## src/rtl/aes_core_driver.sv

```systemverilog
// Host-side initiator for a start/ready AES-128 core: one block in flight, one-entry result buffer.
// Latency: accept at edge T, core_start sampled at T+1, result valid one cycle after core_ready rises.
// Backpressure: s_ready only in IDLE; a full, undrained result buffer stalls completion (timer frozen).
module aes_core_driver #(
  parameter int TIMEOUT_CYCLES = 64,
  parameter int CNT_W          = 16
) (
  input  logic               clk,
  input  logic               rst,
  input  logic               key_load,
  input  logic [127:0]       key_in,
  input  logic               s_valid,
  output logic               s_ready,
  input  logic [127:0]       s_data,
  input  logic               s_enc_dec,
  output logic               m_valid,
  input  logic               m_ready,
  output logic [127:0]       m_data,
  output logic               m_error,
  output logic               core_start,
  output logic               core_enc_dec,
  output logic [127:0]       core_data_in,
  output logic [127:0]       core_key_in,
  input  logic [127:0]       core_data_out,
  input  logic               core_ready,
  output logic               busy,
  output logic [CNT_W-1:0]   blk_count
);

  localparam int TW = $clog2(TIMEOUT_CYCLES) + 1;

  typedef enum logic [1:0] {IDLE, ISSUE, WAIT_ACK, WAIT_DONE} state_e;

  state_e             state_q, state_d;
  logic [127:0]       key_q, key_d;
  logic [127:0]       din_q, din_d;
  logic               enc_q, enc_d;
  logic [TW-1:0]      timer_q, timer_d;
  logic               m_valid_q, m_valid_d;
  logic [127:0]       m_data_q, m_data_d;
  logic               m_error_q, m_error_d;
  logic [CNT_W-1:0]   cnt_q, cnt_d;

  logic accept;
  logic buf_free;
  logic timed_out;
  logic load;
  logic load_err;

  assign s_ready   = (state_q == IDLE) && !rst;
  assign accept    = s_valid && s_ready;
  // The buffer can take a new result if it is empty or being drained this very cycle.
  assign buf_free  = !m_valid_q || m_ready;
  // Timer holds the number of cycles already spent; this is the last allowed cycle.
  assign timed_out = (timer_q == TW'(TIMEOUT_CYCLES - 1));

  assign core_key_in  = key_q;
  assign core_data_in = din_q;
  assign core_enc_dec = enc_q;
  assign m_valid      = m_valid_q;
  assign m_data       = m_data_q;
  assign m_error      = m_error_q;
  assign busy         = (state_q != IDLE);
  assign blk_count    = cnt_q;

  // Next-state, core handshake, watchdog and result-buffer load decisions.
  always_comb begin
    state_d    = state_q;
    key_d      = key_q;
    din_d      = din_q;
    enc_d      = enc_q;
    timer_d    = timer_q;
    core_start = 1'b0;
    load       = 1'b0;
    load_err   = 1'b0;

    if (state_q == IDLE && key_load) begin
      key_d = key_in;
    end

    case (state_q)
      IDLE: begin
        if (accept) begin
          din_d   = s_data;
          enc_d   = s_enc_dec;
          timer_d = '0;
          state_d = ISSUE;
        end
      end
      ISSUE: begin
        // Never start a core that is still busy; no watchdog here.
        timer_d = '0;
        if (core_ready) begin
          core_start = 1'b1;
          state_d    = WAIT_ACK;
        end
      end
      WAIT_ACK: begin
        if (!core_ready) begin
          timer_d = '0;
          state_d = WAIT_DONE;
        end else if (timed_out) begin
          if (buf_free) begin
            load     = 1'b1;
            load_err = 1'b1;
            timer_d  = '0;
            state_d  = IDLE;
          end
        end else begin
          timer_d = timer_q + TW'(1);
        end
      end
      WAIT_DONE: begin
        // Completion wins over a coincident timeout; a full buffer stalls with the timer frozen.
        if (core_ready) begin
          if (buf_free) begin
            load    = 1'b1;
            timer_d = '0;
            state_d = IDLE;
          end
        end else if (timed_out) begin
          if (buf_free) begin
            load     = 1'b1;
            load_err = 1'b1;
            timer_d  = '0;
            state_d  = IDLE;
          end
        end else begin
          timer_d = timer_q + TW'(1);
        end
      end
      default: state_d = IDLE;
    endcase
  end

  // Result buffer and delivered-block counter.
  always_comb begin
    m_valid_d = m_valid_q && !m_ready;
    m_data_d  = m_data_q;
    m_error_d = m_error_q;
    if (load) begin
      m_valid_d = 1'b1;
      m_data_d  = load_err ? 128'd0 : core_data_out;
      m_error_d = load_err;
    end
    cnt_d = cnt_q + CNT_W'(m_valid_q && m_ready);
  end

  // State and datapath registers with asynchronous reset.
  always_ff @(posedge clk or posedge rst) begin
    if (rst) begin
      state_q   <= IDLE;
      key_q     <= '0;
      din_q     <= '0;
      enc_q     <= 1'b0;
      timer_q   <= '0;
      m_valid_q <= 1'b0;
      m_data_q  <= '0;
      m_error_q <= 1'b0;
      cnt_q     <= '0;
    end else begin
      state_q   <= state_d;
      key_q     <= key_d;
      din_q     <= din_d;
      enc_q     <= enc_d;
      timer_q   <= timer_d;
      m_valid_q <= m_valid_d;
      m_data_q  <= m_data_d;
      m_error_q <= m_error_d;
      cnt_q     <= cnt_d;
    end
  end

endmodule

```

## config.mk

```make
export PLATFORM = sky130hd
export DESIGN_NAME = aes_core_driver
export DESIGN_NICKNAME = d
export VERILOG_FILES = /design/src/rtl/aes_core_driver.sv
export SDC_FILE = /design/constraint.sdc
export NUM_CORES = 1
export LEC_CHECK = 0
export BUFFER_PORTS_ARGS = -buffer_cell sky130_fd_sc_hd__buf_2
export CAP_MARGIN = 5
export CORE_AREA = 2 2 309 311
export CTS_BUF_LIST = sky130_fd_sc_hd__clkbuf_8
export DETAILED_ROUTE_END_ITERATION = 8
export DIE_AREA = 0 0 311 313
export PLACE_DENSITY = 0.42
export SLEW_MARGIN = 30
export SYNTH_ARGS = -nofsm -noshare
export SYNTH_HDL_FRONTEND = slang
export SYNTH_SLANG_ARGS = --single-unit
```

## constraint.sdc

```tcl
create_clock -name clk -period 16.1 [get_ports clk]
set_input_delay 1.61 -clock clk [delete_from_list [all_inputs] [get_ports clk]]
set_output_delay 1.61 -clock clk [all_outputs]
set_load 0.05 [all_outputs]
```

Word-level counts from Yosys, hierarchy flattened
Cells that the tools add are included.
{"block": "word_totals", "regBits": 412, "input_bits": 391, "out_inout_bits": 406, "elab_cells": 54}
{"block": "op_classes", "n_addsub": 2, "eq_ne": 6, "n_reduce_logical": 13, "n_mux": 24}
{"cell": "2-to-1 mux 128 bit", "n": 1}
{"cell": "2-to-1 mux 7 bit", "n": 5}
{"cell": "case mux 7 bit (4 select lines)", "n": 1}
{"cell": "adder 16 x 1 -> 16 bit", "n": 1}
{"cell": "2-to-1 mux 2 bit", "n": 6}
{"cell": "2-to-1 mux 1 bit", "n": 8}
{"cell": "case mux 2 bit (4 select lines)", "n": 1}
{"cell": "adder 7 x 1 -> 7 bit (second input constant)", "n": 1}
{"cell": "== test 7 x 6 -> 1 bit (second input constant)", "n": 1}
{"cell": "logical AND 1 bit", "n": 5}
{"cell": "== test 2 bit (second input constant)", "n": 2}
{"cell": "inequality test 2 bit (second input constant)", "n": 2}
{"cell": "case mux 1 bit (2 select lines)", "n": 2}
{"cell": "AND reduction 2 bit", "n": 2}
{"cell": "logical NOT 1 bit", "n": 3}
{"cell": "== test 2 x 1 -> 1 bit (second input constant)", "n": 1}
{"cell": "logical NOT 2 bit", "n": 1}
{"cell": "nonzero test 2 bit", "n": 1}
{"cell": "logical OR 1 bit", "n": 1}

Logic depth before layout (Yosys ltp)
Gate-level depths: netlist (run 1).
{"block": "logic_depth", "depth_word": 7, "depth_mapped": 7, "mapped_depth_nobuf": 6}

Worst setup path after synthesis (run 1)
Ideal clock, no wire load.
{"block": "synth_path", "path_kind": "input to output", "start": "in core_ready", "end": "out core_start", "arrival_time_ns": 2.322, "cell_stages": 2, "slack_ns": 12.168, "required_ns": 14.490, "path_buffers": 0, "cell_sequence": "nand2_1 > nor2_1"}
{"block": "synth_via", "elab_chain_len": 2}
{"element": "start: declaration", "line": "25", "rtl": "input logic core_ready,"}
{"element": "2-to-1 mux 1 bit", "line": "93", "rtl": "if (core_ready) begin"}
{"element": "2-to-1 mux 1 bit", "line": "81", "rtl": "case (state_q)"}
{"element": "end: declaration", "line": "20", "rtl": "output logic core_start,"}
No other way between the ends.

Final worst setup path (run 1)
Ends and elaborated chain as after synthesis.

==> results of run 1 <==
[metal layers]
metal  up-vias  global-route usage  routed length [um]
met1      5829               0.121               21200
li1       5243                   -                   -
met4         4              0.0402                1450
met2       564               0.184               27000
met3       102              0.0500                5390
met5         -                   0                  30
[worst max-delay path, cell delays in order]
cell and delay (ns):
buf_2 0.23, nand2_1 0.18, nor2_1 0.15, buf_2 0.33
[final timing paths]
path / startpoint / endpoint / slack (ns) / cells past startpoint
max in group asynchronous: rst / m_data[59] / 13.05 / 5
worst min register to register: blk_count[15] / blk_count[15] / 0.48 / 1
worst max register to register: state_q[1] / core_data_in[53] / 12.84 / 6
worst min-delay path: blk_count[15] / blk_count[15] / 0.48 / 1
min in group asynchronous: rst / core_key_in[118] / 1.06 / 2
worst max-delay path: core_ready / core_start / 11.98 / 4
[cell families after synthesis]
| group | Yosys count | synth area share |
|---|---|---|
| xor gates and xnor gates | 15 | 0.00849 |
| and+or+nand+nor | 57 | 0.0200 |
| buffers and inverters | 67 | 0.0271 |
| AOI/OAI and AO/OA | 164 | 0.0885 |
| muxes | 258 | 0.188 |
| DFF | 412 | 0.666 |
| adders and majority gates | 3 | 0.00242 |
[per-stage QoR]
stage                     instances  total power, uW  setup WS [ns]
after floorplan                 976             4110           3.03
after global placement         2986             4920          11.24
after detailed placement       2986             4940          11.12
after CTS                      3127             6110          11.93
after global routing           3137             6320          11.92
final                          3139             6020          11.98
[flip-flops by register name, summed over array words and instances (netlist names)]
| register | flops |
|---|---|
| core_data_in | 128 |
| core_key_in | 128 |
| m_data | 128 |
| blk_count | 16 |
| timer_q | 7 |
| state_q | 2 |
| core_enc_dec | 1 |
| m_error | 1 |
| m_valid | 1 |
[report_power, final]
part	total [uW]	internal [uW]	switching (uW)
Sequential	1800	1520	280
Clock	1120	643	476
Combinational	3100	791	2310
Total	6020	2960	3060
[Yosys cell counts, types with 4 or more instances]
cell	number	share of area
a21oi_1	5	0.0016
a22o_1	129	0.073
and3_1	4	0.0016
and4_1	4	0.0023
buf_2	29	0.0094
buf_4	13	0.0063
buf_6	11	0.0080
clkbuf_1	9	0.0022
dfrtp_1	412	0.67
inv_1	4	0.00097
mux2_1	10	0.0073
mux2_2	248	0.18
nand2_1	14	0.0034
nand2b_1	4	0.0016
nand3_1	8	0.0026
nor2_1	9	0.0022
o21ai_0	10	0.0032
xnor2_1	12	0.0068
[cells in the final DEF (no fill, tap or decap), types with 5 or more instances in the layout]
cell / instances
bufinv_16: 6
buf_2: 796
nand3_1: 8
clkinvlp_4: 5
nor2_1: 7
clkbuf_8: 97
xnor2_1: 12
a22o_1: 129
o21ai_0: 10
a21oi_1: 5
mux2_1: 10
nand2_1: 14
clkinv_2: 14
diode_2: 8
dfrtp_1: 412
inv_1: 20
buf_4: 9
mux2_2: 248
[final cells by class]
cell class / instances / area share
Tap cell: 1265 / 0.0700
Multi-Input combinational cell: 497 / 0.211
Antenna cell: 8 / 0.000885
Timing Repair Buffer: 811 / 0.185
Sequential cell: 412 / 0.456
Clock buffer: 97 / 0.0590
Clock inverter: 44 / 0.0163
Inverter: 5 / 0.00116
==> flow_summary.ini, run 1 <==
[status]
status = completed

[global_routing]
antenna_found_initial = 11
grt_pass1_vias = 12700
grt_pass1_wl_um = 80800
grt_max_degree = 156
grt_usage = 0.109
grt-ovfl-total = 0

[logic_synthesis]
synth_edf_count = 0
syn_nets = 1370
synth_seq_area_share = 0.666
syn_area_per_cell_um2 = 15.9
yosysUniqueCellTypes = 45
syn_inst = 976
async_reset_ff_frac = 1.00
synth_area_um2 = 15500
yosys_warnings = 0
synth-seq-cells = 412
ys.flop_type = dfrtp_1

[floorplan]
die_h_um = 313
io_pins = 797
row_count = 113
core_area_um2 = 94200
dieArea_um2 = 97300
start_util = 0.164
die_w_um = 311

[finish]
syn2layout_area_growth_pct = 46.1
register_area_um2 = 10300
drive_gt1_frac = 0.639
finalNetCount = 2199
finalInstanceArea_um2 = 22600
finish.utilization = 0.240
multiInputGateArea_um2 = 4780
fill_cells = 10100

[routing]
dr.pass1.iters = 4
post_drt_via_cell_ratio = 3.74
drt_wl_total_um = 55100
ant_nets = 0
drc = 0
wl_per_cell_um = 17.6
vias = 11700
drt-initial-drc-count = 480

[placement]
io_buffer_count = 796
gp_congestion = 0.901
hpwl_um = 41200
dpl_cell_area_um2 = 20800

[clock_tree]
cts_resized = 0
h-tree-depth = 3
path_clk_slew_ns = 0.06
post_cts_buffers = 0
cts_buffers = 78
cts-root-buf = clkbuf_8
cts_sinks = 412
hold_buffers = 0
insertion_delay_ns = 0.69
ctsLongestPathBuffers = 3
cts_tree = yes

[timing]
fin_tns_setup_ns = 0
setup_viol_count_final = 0
fin_worst_hold_slack_ns = 0.478
fin_skew_ns = 0.0247
slew_violations = 0
fin_crit_sh = 0.256
maxSlewHeadroom = 0.359
finalHoldViolCount = 0
rsz0062_at_grt = no
clock.fmax_mhz = 243
fin_crit_ns = 4.12
worst_pin_slew_ns = 0.962

[job]
cap_viol_max_count = 0

[worst_setup_path]
path_class = in -> out
cp_max_fo = 14
end_kind = output pin
arrival_ns = 2.51
required_ns = 14.49
startpoint_type = input pin

[power_and_ir_drop]
cellPowerDensity_nw_per_um2 = 266
ir_worst_vdd_v = 0.000151
total_leakage_power_uw = 0.0113

[min_path]
min_path_type = reg -> reg
(Power assumes the default switching activity.)
==> inputs of run 2 (changes only) <==
clock period = 4.3 ns   (was 16.1 ns; I/O delays follow)
==> run 2 against run 1 <==
Effect of this change:
- cell count grew 12%
- wire length grew 3.2%
- die area is the same
==> flow_summary.ini, run 2 (synthesis results as in run 1) <==
[worst_setup_path]
cp_max_fo = 12
required_ns = 3.87
end_kind = output pin
timing.rr.start = state_q[1]
reg2reg_depth = 4
cpMaxStageDelayCell = dfrtp_1
critical_path.cell_chain = nor2_2, inv_2, nor2_1, buf_2
path_class = reg -> out
startpoint_type = register
cpPeakStageDelay_ns = 0.50
arrival_ns = 2.18
r2r-end = core_key_in[94]
ff2ff_setup_slack_ns = 1.85

[power_and_ir_drop]
power.internal_uw = 10900
switching_share = 0.515
combPwrFrac = 0.532
ir_worst_vdd_v = 0.000506
total_leakage_power_uw = 0.0129
switching_power_uw = 11600
cellPowerDensity_nw_per_um2 = 851
clockPowerShare = 0.167
seqPwrFrac = 0.301

[finish]
syn2layout_area_growth_pct = 70.3
mostFrequentLayoutCells = 796 x buf_2, 412 x dfrtp_1, 385 x dlygate4sd3_1
fill_cells = 9762
layout_commonest_cell = buf_2
fin_cells = 3531
finalNetCount = 2598
drive_gt1_frac = 0.524

[global_routing]
grt_pass1_wl_um = 86200
grt_max_degree = 135
antenna_found_initial = 4
grt-ovfl-total = 0
grt_pass1_vias = 14500
grt_usage = 0.114

[timing]
fin_crit_ns = 2.61
fin_skew_ns = 0.0225
rsz0062_at_grt = no
fin_crit_sh = 0.607
slew_violations = 0
fin_worst_hold_slack_ns = 0.119
clock.fmax_mhz = 383
worst_pin_slew_ns = 0.944
finalHoldViolCount = 0
fin_tns_setup_ns = 0
setup_viol_count_final = 0
maxSlewHeadroom = 0.371

[placement]
io_buffer_count = 796
dp.cells = 3001
hpwl_um = 40900
gp_congestion = 0.817

[min_path]
whs_endpoint = blk_count[0]
hold_depth = 3
min_path_type = in -> reg
hp-start = m_ready

[routing]
vias = 13100
wl_per_cell_um = 16.1
drt_wl_total_um = 56900
ant_nets = 0
dr.pass1.iters = 4
drt-initial-drc-count = 457
post_drt_via_cell_ratio = 3.72
drc = 0

[floorplan]
core_area_um2 = 94200
io_pins = 797
dieArea_um2 = 97300
start_util = 0.164
die_w_um = 311
row_count = 113
die_h_um = 313

[clock_tree]
cts_sinks = 412
cts_buffers = 80
cts-root-buf = clkbuf_8
cts_tree = yes
insertion_delay_ns = 0.68
h-tree-depth = 3
path_clk_slew_ns = 0.06
ctsLongestPathBuffers = 3

[status]
status = completed

[job]
cap_viol_max_count = 0
==> run 2: worst max path at each step <==
| stage | startpoint | to | slack [ns] |
|---|---|---|---|
| finish | state_q[1] | s_ready | 1.69 |
| CTS | state_q[1] | s_ready | 1.52 |
| global placement | state_q[1] | core_key_in[105] | 1.85 |
| global route | state_q[1] | s_ready | 1.47 |
| detailed placement | state_q[1] | core_data_in[80] | 1.79 |
| floorplan | rst | blk_count[0] | -1.68 |
==> run 2: power by group through the flow <==
stage / registers [uW] / clock network [uW] / logic (uW)
5_1_grt: 6990 / 4120 / 12400
3_3_place_gp: 6740 / 0 / 11700
6_report: 6740 / 3750 / 11900
3_5_place_dp: 6760 / 0 / 11800
4_1_cts: 6760 / 3940 / 12100
2_1_floorplan: 13000 / 0 / 2400
==> run 2: timing repair <==
| item | CTS | global route |
|---|---|---|
| endpoints found under the hold margin | 402 | 0 |
| gates resized for setup | 0 | 0 |
| hold buffers | 385 | 0 |
| buffers inserted | 0 | 0 |
==> run 2: final cells by class <==
type / instances / area (um^2) / area share
Sequential cell: 412 / 10300 / 0.391
Timing Repair Buffer: 1208 / 8160 / 0.309
Multi-Input combinational cell: 497 / 4780 / 0.181
Tap cell: 1265 / 1580 / 0.0600
Clock buffer: 91 / 1250 / 0.0475
Clock inverter: 52 / 259 / 0.00982
Inverter: 5 / 22.5 / 0.000854
Antenna cell: 1 / 2.50 / 0.0000949
==> run 2: stage by stage <==
step | cell area [um^2] | power, uW | util | setup slack (ns)
2_1_floorplan | 15500 | 15400 | - | -1.68
3_3_place_gp | 21000 | 18400 | 0.223 | 1.85
3_5_place_dp | 21000 | 18600 | 0.223 | 1.79
4_1_cts | 26300 | 22800 | 0.280 | 1.52
5_1_grt | 26400 | 23500 | 0.280 | 1.47
6_report | 26400 | 22400 | 0.280 | 1.69
==> run 2: per-layer routing <==
metal,track usage,up-vias,routed length (um)
li1,-,6032,-
met1,0.125,6429,21900
met2,0.198,564,28700
met3,0.0408,97,4690
met4,0.0471,4,1570
met5,0,-,19
==> run 2: worst max-delay path: cells and delay by family (launching register included) <==
family | cells | cell delay, ns
buffers and inverters | 2 | 0.44
and+or+nand+nor | 2 | 0.56
DFF | 1 | 0.50
==> inputs of run 3 (changes only) <==
PLACE_DENSITY = 0.44   (was 0.42)
clock period = 2.3 ns   (was 4.3 ns; I/O delays follow)
==> run 3 against run 2 <==
Effect of this change:
- non-clock buffer count increased by 13
- largest power group unchanged
- utilization increased by 0.27 points
- sequential share of layout area decreased by 0.37 points
==> flow_summary.ini, run 3 (synthesis results as in run 1) <==
[power_and_ir_drop]
cellPowerDensity_nw_per_um2 = 1590
ir_worst_vdd_v = 0.000950
total_leakage_power_uw = 0.0130

[clock_tree]
cts_sinks = 412
h-tree-depth = 3
cts_resized = 0
path_clk_slew_ns = 0.06
cts-root-buf = clkbuf_8
ctsLongestPathBuffers = 3
cts_buffers = 77
insertion_delay_ns = 0.67
cts_tree = yes

[timing]
worst_pin_slew_ns = 0.613
fin_crit_sh = 0.898
finalWorstSetupSlack_ns = 0.235
clock.fmax_mhz = 484
fin_skew_ns = 0.0186
maxSlewHeadroom = 0.591
setup_viol_count_final = 0
finalHoldViolCount = 0
slew_violations = 0
fin_crit_ns = 2.07
rsz0062_at_grt = no

[worst_setup_path]
critical_path.cell_chain = nor2_2, inv_2, nor2_1, buf_2
crit_family = buffers and inverters
timing.rr.start = timer_q[0]
reg2reg_depth = 6
end_kind = output pin
cp_max_fo = 5
arrival_ns = 1.84
required_ns = 2.07
r2r-end = m_data[64]
crit_start = state_q[1]
cpMaxStageDelayCell = dfrtp_1
ff2ff_setup_slack_ns = 0.30
path_class = reg -> out
cp.depth = 4
startpoint_type = register
cpPeakStageDelay_ns = 0.38
critPathBufInv = 2

[placement]
dp.cells = 3012
place_ws_ns = 0.336
gp_congestion = 0.881
hpwl_um = 40900
io_buffer_count = 796

[routing]
drt_wl_total_um = 57100
post_drt_via_cell_ratio = 3.78
drc = 0
ant_nets = 0
wl_per_cell_um = 16.2
drt-initial-drc-count = 506
vias = 13400
dr.pass1.iters = 6

[job]
cap_viol_max_count = 0

[finish]
syn2layout_area_growth_pct = 71.9
layout_commonest_cell = buf_2
fin_cells = 3536
fill_cells = 9702
drive_gt1_frac = 0.532
finalNetCount = 2608
mostFrequentLayoutCells = 796 x buf_2, 412 x dfrtp_1, 388 x dlygate4sd3_1

[floorplan]
io_pins = 797
core_area_um2 = 94200
start_util = 0.164
dieArea_um2 = 97300
die_h_um = 313
die_w_um = 311
row_count = 113

[global_routing]
antenna_found_initial = 8
grt_usage = 0.113
grt-ovfl-total = 0
grt_pass1_wl_um = 85900
grt_max_degree = 104
grt_pass1_vias = 14500

[min_path]
min_path_type = in -> reg
hp-start = s_valid
whs_endpoint = timer_q[2]
hold_depth = 5

[status]
status = completed
==> run 3: per-layer routing <==
layer | GRT usage | part of all wire
met2 | 0.192 | 0.49
met5 | 0 | 0.00030
met4 | 0.0506 | 0.031
met1 | 0.128 | 0.39
met3 | 0.0404 | 0.081
==> run 3: cell type report <==
cell class              count  area (um^2)  share of cell area
clock buffers             101         1390              0.0522
flip-flops and latches    412        10300               0.387
multi-input cells         497         4780               0.180
inverters                   5         22.5            0.000846
repair buffers           1221         8370               0.314
well taps                1265         1580              0.0595
diodes                      4         10.0            0.000376
clock inverters            31          154             0.00578
==> run 3: power breakdown <==
group	switching [uW]	internal [uW]	total, uW
Combinational	16300	6110	22400
Sequential	1980	10700	12700
Clock	3230	3920	7150
==> run 3: worst max-delay path by stage <==
stage                                  end  slack (ns)
after detailed placement  core_data_in[69]        0.34
after global placement          m_data[66]        0.41
after CTS                          s_ready        0.07
after floorplan               blk_count[0]       -3.48
final                              s_ready        0.23
after global routing               s_ready        0.02
==> run 3: worst reg2reg max path, stage by stage, from the launching register on <==
cell      delay, ns
dfrtp_1        0.42
ha_1           0.27
and4_4         0.22
and3_1         0.22
o21bai_4       0.22
buf_12         0.27
a22o_1         0.30
==> run 3: through the flow <==
stage	total power (uW)	instance area, um^2	util	hold WS [ns]	setup TNS (ns)
finish	42200	26600	0.283	0.136	0
global route	44300	26600	0.283	0.124	0
CTS	42800	26600	0.283	0.00247	0
detailed placement	34800	21200	0.225	0.273	0
global placement	34600	21200	0.225	0.286	0
floorplan	28800	15500	-	0.365	-1435.25
==> run 3: what timing repair did <==
action / CTS / global route
buffers inserted: 0 / 0
endpoints found under the hold margin: 601 / 0
hold buffers: 388 / 0
